--- src/rtl/adder_seq_pkg.sv ---
// rtl/adder_seq_pkg.sv - shared states, byte width and overflow helper for adder_seq_ctrl
package adder_seq_pkg;

    localparam int BYTE_W = 8;

    typedef enum logic [1:0] {
        IDLE = 2'd0,
        RUN  = 2'd1,
        DONE = 2'd2
    } state_e;

    // Two's-complement overflow: operands agree in sign, result does not.
    function automatic logic signed_ovf(input logic a_msb, input logic b_msb, input logic s_msb);
        return (a_msb == b_msb) && (s_msb != a_msb);
    endfunction

endpackage

--- src/rtl/adder_full_8bit.sv ---
// rtl/adder_full_8bit.sv - 8-bit full adder with carry in and carry out
module adder_full_8bit (
    input  logic [7:0] a,
    input  logic [7:0] b,
    input  logic       cin,
    output logic [7:0] s,
    output logic       cout
);

    logic [8:0] full;

    assign full = {1'b0, a} + {1'b0, b} + {8'd0, cin};
    assign s    = full[7:0];
    assign cout = full[8];

endmodule

--- src/rtl/adder_seq_ctrl.sv ---
// rtl/adder_seq_ctrl.sv - byte-serial adder controller; ADDER_SEQ_SUB_EN adds the sub port
module adder_seq_ctrl
    import adder_seq_pkg::*;
#(
    parameter int NUM_BYTES = 4
) (
    input  logic                        clk,
    input  logic                        rst_n,
    input  logic                        start,
    input  logic [8*NUM_BYTES-1:0]      add_word,
    input  logic [8*NUM_BYTES-1:0]      aug_word,
    input  logic                        carry_in,
`ifdef ADDER_SEQ_SUB_EN
    input  logic                        sub,
`endif
    output logic                        busy,
    output logic                        done,
    output logic [8*NUM_BYTES-1:0]      sum_word,
    output logic                        carry_out,
    output logic                        overflow
);

    localparam int W     = NUM_BYTES * BYTE_W;
    localparam int IDX_W = (NUM_BYTES > 1) ? $clog2(NUM_BYTES) : 1;
    localparam logic [IDX_W-1:0] LAST_IDX = IDX_W'(NUM_BYTES - 1);

    state_e             state_q, state_d;
    logic [IDX_W-1:0]   idx_q, idx_d;
    logic [W-1:0]       add_q, add_d;
    logic [W-1:0]       aug_q, aug_d;
    logic               carry_q, carry_d;
    logic [W-1:0]       sum_q, sum_d;
    logic               cout_q, cout_d;
    logic               ovf_q, ovf_d;

    logic [BYTE_W-1:0]  a_byte, b_byte, add_s;
    logic               add_c;
    int                 byte_lsb;

    always_comb begin
        byte_lsb = int'(idx_q) * BYTE_W;
        a_byte   = add_q[byte_lsb +: BYTE_W];
        b_byte   = aug_q[byte_lsb +: BYTE_W];
    end

    adder_full_8bit u_add (
        .a    (a_byte),
        .b    (b_byte),
        .cin  (carry_q),
        .s    (add_s),
        .cout (add_c)
    );

    always_comb begin
        state_d = state_q;
        idx_d   = idx_q;
        add_d   = add_q;
        aug_d   = aug_q;
        carry_d = carry_q;
        sum_d   = sum_q;
        cout_d  = cout_q;
        ovf_d   = ovf_q;

        unique case (state_q)
            IDLE: begin
                if (start) begin
                    add_d   = add_word;
`ifdef ADDER_SEQ_SUB_EN
                    // Subtraction as a + ~b + 1; carry_out then reads as "no borrow".
                    aug_d   = sub ? ~aug_word : aug_word;
                    carry_d = sub | carry_in;
`else
                    aug_d   = aug_word;
                    carry_d = carry_in;
`endif
                    idx_d   = '0;
                    sum_d   = '0;
                    cout_d  = 1'b0;
                    ovf_d   = 1'b0;
                    state_d = RUN;
                end
            end
            RUN: begin
                sum_d[byte_lsb +: BYTE_W] = add_s;
                carry_d = add_c;
                if (idx_q == LAST_IDX) begin
                    cout_d  = add_c;
                    ovf_d   = signed_ovf(a_byte[BYTE_W-1], b_byte[BYTE_W-1], add_s[BYTE_W-1]);
                    state_d = DONE;
                end else begin
                    idx_d = idx_q + 1'b1;
                end
            end
            DONE: begin
                state_d = IDLE;
            end
            default: begin
                state_d = IDLE;
            end
        endcase
    end

    always_ff @(posedge clk or negedge rst_n) begin
        if (!rst_n) begin
            state_q <= IDLE;
            idx_q   <= '0;
            add_q   <= '0;
            aug_q   <= '0;
            carry_q <= 1'b0;
            sum_q   <= '0;
            cout_q  <= 1'b0;
            ovf_q   <= 1'b0;
        end else begin
            state_q <= state_d;
            idx_q   <= idx_d;
            add_q   <= add_d;
            aug_q   <= aug_d;
            carry_q <= carry_d;
            sum_q   <= sum_d;
            cout_q  <= cout_d;
            ovf_q   <= ovf_d;
        end
    end

    assign busy      = (state_q != IDLE);
    assign done      = (state_q == DONE);
    assign sum_word  = sum_q;
    assign carry_out = cout_q;
    assign overflow  = ovf_q;

endmodule

--- config.mk ---
export PLATFORM = sky130hd
export DESIGN_NAME = adder_seq_ctrl
export DESIGN_NICKNAME = d
export VERILOG_FILES = /design/src/rtl/adder_seq_pkg.sv /design/src/rtl/adder_full_8bit.sv /design/src/rtl/adder_seq_ctrl.sv
export SDC_FILE = /design/constraint.sdc
export NUM_CORES = 1
export LEC_CHECK = 0
export CORE_ASPECT_RATIO = 0.9
export CORE_MARGIN = 1
export CORE_UTILIZATION = 52
export CTS_BUF_LIST = sky130_fd_sc_hd__clkbuf_4
export CTS_CLUSTER_DIAMETER = 40
export DETAILED_ROUTE_END_ITERATION = 16
export GPL_TIMING_DRIVEN = 0
export HOLD_SLACK_MARGIN = 0.05
export MAX_ROUTING_LAYER = met4
export PLACE_DENSITY_LB_ADDON = 0.25
export SLEW_MARGIN = 20
export SYNTH_ARGS = -nofsm -noshare
export SYNTH_HDL_FRONTEND = slang
export SYNTH_SLANG_ARGS = --single-unit
--- constraint.sdc ---
create_clock -name clk -period 3.4 [get_ports clk]
set_clock_uncertainty 0.15 [all_clocks]
set_input_delay 0.68 -clock clk [delete_from_list [all_inputs] [get_ports clk]]
set_output_delay 0.68 -clock clk [all_outputs]
set_load 0.01 [all_outputs]
==> flow_summary.json, run 1 <==
{
  "area_growth_pct": 29.29,
  "clock_tree.htree_level_count": 3,
  "synth.yosys.seq_area_share": 0.5545,
  "grt_pass1_wl_mm": 16.73,
  "final_hold_viol_count": 0,
  "worst_setup_path_start_kind": "flop",
  "cts-buffers-inserted": 9,
  "track_usage": 0.2514,
  "yosysWarnings": 0,
  "max_slew_margin": 0.5413,
  "critPathCaptureType": "flop",
  "switching_share": 0.4224,
  "ys_dominant_reg_cell": "dfrtp_1",
  "routed_wire_length_per_instance_um": 18.53,
  "fin_cells": 554,
  "number_of_pins_exceeding_their_max_slew_limit_in_the_final_report": 0,
  "crit_path_from": "idx_q[1]$_DFFE_PN0P_",
  "dr_total_vias": 3085,
  "status": "complete, no violations",
  "antenna_violating_nets_left": 0,
  "gp_congestion": 0.8495,
  "ys_async_sr_fraction": 1.000,
  "syn_nets": 395,
  "initial_core_util": 0.5400,
  "post_route_cells_drive_above_1_share": 0.2667,
  "p_int_mw": 3.820,
  "p_seq_frac": 0.317,
  "placement.io_buffers": 103,
  "stdcell_area_um2": 6010,
  "pin_count_of_the_biggest_net_entering_global_routing": 71,
  "floorplan.core_area_um2": 8608,
  "share_clk_of_total_power": 0.087,
  "worst_setup_endpoint": "sum_word[7]$_DFFE_PN0P_",
  "reg2reg_setup_slack_ns": 0.12,
  "remaining_drc_errors": 0,
  "ys_seq_elements": 103,
  "cts_max_path_buffers": 2,
  "path_max_fanout": 10,
  "power.share.combinational": 0.596,
  "p_leak_nw": 2.574,
  "antenna_found_initial": 0,
  "synth.avg_cell_area_um2": 14.80,
  "number_of_sinks_handled_by_clock_tree_synthesis": 103,
  "final_net_count": 512,
  "clk_latency_ns": 0.46,
  "syn_inst_count": 314,
  "drt_first_pass_iters": 4,
  "tightest_slew_ns": 0.6880,
  "critical_path_class": "flop to flop",
  "max_freq_mhz": 305.3,
  "arrival_time_worst_endpoint_ns": 3.51,
  "fp-row-count": 32,
  "numPlacedInstances": 537,
  "cp.required_ns": 3.64,
  "hold_start": "sum_word[9]$_DFFE_PN0P_",
  "boundaryPins": 104,
  "post_drt_via_cell_ratio": 5.569,
  "grt_overflow": 0,
  "placedInstanceArea_um2": 5857,
  "r2r_end": "sum_word[7]$_DFFE_PN0P_",
  "die_area_um2": 9322,
  "route.final.wire_length_mm": 10.26,
  "clock_transition_at_the_registers_of_the_reported_paths_ns": 0.15,
  "fillerInstances": 634,
  "die_w_um": 101.7,
  "synth.cell_area_um2": 4648,
  "synth_enable_flop_cells": 0,
  "max_cap_viol_count": 0,
  "num_antenna_cells": 0,
  "worst_r2r_path_depth": 9,
  "power.ir.vdd_worst_mv": 0.5509,
  "hold_class": "flop to flop",
  "total_switching_power_mw": 2.794,
  "dr.first_iter.drc_count": 163,
  "cts.root.buffer_cell": "clkbuf_4",
  "hpwlAfterDp_mm": 7.645,
  "dieHeight_um": 91.70,
  "report.final.setup_viol": 0,
  "synth.distinct_cells": 40,
  "powerDensity_nw_per_um2": 1100,
  "grt_setup_unrepaired": "no",
  "cts_tree": "built",
  "grt_pass1_vias": 3266,
  "finalCritPeriodShare": 0.9634,
  "post-route-min-period_ns": 3.276,
  "r2r-start": "idx_q[1]$_DFFE_PN0P_"
}
[layout make-up]
class	count	area, µm²	area share
Buffer	14	80.08	0.01333
Clock buffer	10	75.07	0.01249
Clock inverter	5	41.29	0.006871
Inverter	12	45.04	0.007495
Multi-Input combinational cell	185	1964	0.3269
Sequential cell	103	2577	0.4289
Tap cell	119	148.9	0.02478
Timing Repair Buffer	106	1077	0.1793
[how the worst min path moves through the flow]
| stage | endpoint | cells after the start |
|---|---|---|
| 2_1_floorplan | add_q[0]$_DFFE_PN0P_ | 0 |
| 3_3_place_gp | sum_word[9]$_DFFE_PN0P_ | 2 |
| 3_5_place_dp | sum_word[9]$_DFFE_PN0P_ | 2 |
| 4_1_cts | sum_word[9]$_DFFE_PN0P_ | 2 |
| 5_1_grt | sum_word[22]$_DFFE_PN0P_ | 1 |
| 6_report | sum_word[9]$_DFFE_PN0P_ | 2 |
[Yosys cell counts (3+ instances only)]
master | instances | share of area
buf_2 | 10 | 0.011
mux2_2 | 65 | 0.16
nand2_1 | 10 | 0.0081
a22o_1 | 28 | 0.053
xnor2_1 | 4 | 0.0075
a21oi_1 | 7 | 0.0075
xor2_1 | 3 | 0.0057
nor3_1 | 3 | 0.0032
o21ai_0 | 6 | 0.0065
dfrtp_1 | 103 | 0.55
mux4_2 | 11 | 0.053
nor2_1 | 4 | 0.0032
ha_1 | 11 | 0.030
mux4_1 | 5 | 0.028
a21oi_2 | 3 | 0.0057
inv_1 | 12 | 0.0097
[worst max-delay path, stage by stage (launching register included)]
cell and delay, ns:
dfrtp_1 0.40, clkbuf_1 0.45, buf_2 0.39, mux4_2 0.40, ha_1 0.40, a21o_1 0.18, nand3_1 0.08, and3b_1 0.23
xnor2_2 0.33, a22o_1 0.21
[state kept, by name, indices dropped and copies added, names as in the netlist]
name	flops
add_q	32
state_q	2
carry_out	1
idx_q	2
aug_q	32
carry_q	1
sum_word	32
overflow	1
[power by group through the flow]
| stage | Sequential, mW | Combinational, mW | Clock (mW) |
|---|---|---|---|
| final | 2.10 | 3.94 | 0.575 |
| after global routing | 2.16 | 4.26 | 0.629 |
| after detailed placement | 2.13 | 3.84 | 0 |
| after global placement | 2.10 | 3.72 | 0 |
| after CTS | 2.10 | 3.92 | 0.585 |
| after floorplan | 2.10 | 2.55 | 0 |
[cells by family after synthesis]
logic type	share of synthesized area
AO/OA/AOI/OAI	0.08480
XOR/XNOR	0.01319
adder cells (fa/ha/maj)	0.03822
buffers and inverters	0.02611
flip-flops	0.5545
multiplexers	0.2412
AND/OR/NAND/NOR	0.04199
[routing by layer]
metal	wire, µm	track usage
met5	0	-
met4	135	0.07729
met3	518	0.04345
met2	5218	0.4020
met1	4391	0.3300
[through the flow]
step	utilization	TNS (ns)	hold WS [ns]	total power, mW	setup slack, ns
finish	0.6981	0	0.3682	6.613	0.1243
global route	0.6981	0	0.3893	7.053	0.02363
CTS	0.6969	0	0.3696	6.605	0.05609
detailed placement	0.6804	-1.716	0.3368	5.968	-0.2413
global placement	0.6770	-226.78	0.3275	5.819	-2.196
floorplan	-	0	0.2344	4.649	0.4988
[cells in the final DEF, fill, tap and decap left out, types with 4 or more instances in the layout]
cell type | Yosys | routed
clkbuf_4 | 0 | 11
clkdlybuf4s50_1 | 0 | 102
mux2_2 | 65 | 65
mux4_2 | 11 | 11
buf_2 | 10 | 10
nor2_1 | 4 | 4
o21ai_0 | 6 | 5
a22o_1 | 28 | 28
inv_1 | 12 | 12
nand2_1 | 10 | 10
a21oi_1 | 7 | 7
dfrtp_1 | 103 | 103
ha_1 | 11 | 11
mux4_1 | 5 | 5
[what timing repair did]
action,CTS,global route
setup endpoints to repair,8,10
gates resized for setup,3,2
hold endpoints to repair,33,0
buffers inserted,0,1
pin swaps,0,1
hold buffers,1,0
No activity file was read; power rests on OpenSTA's default activity.
==> run 2: changes to the inputs <==
--- a/config.mk
+++ b/config.mk
@@ -10,6 +10,7 @@
 export CORE_UTILIZATION = 52
 export CTS_BUF_LIST = sky130_fd_sc_hd__clkbuf_4
 export CTS_CLUSTER_DIAMETER = 40
+export CTS_CLUSTER_SIZE = 12
 export DETAILED_ROUTE_END_ITERATION = 16
 export GPL_TIMING_DRIVEN = 0
 export HOLD_SLACK_MARGIN = 0.05
==> results of run 2 <==
Same layout as run 1: the final DEF is identical, and so are final timing and power.
==> run 3: changes to the inputs <==
--- a/config.mk
+++ b/config.mk
@@ -6,7 +6,6 @@
 export NUM_CORES = 1
 export LEC_CHECK = 0
 export CORE_ASPECT_RATIO = 0.9
-export CORE_MARGIN = 1
 export CORE_UTILIZATION = 52
 export CTS_BUF_LIST = sky130_fd_sc_hd__clkbuf_4
 export CTS_CLUSTER_DIAMETER = 40
==> results of run 3 <==
Same layout as run 1: the final DEF is identical, and so are final timing and power.
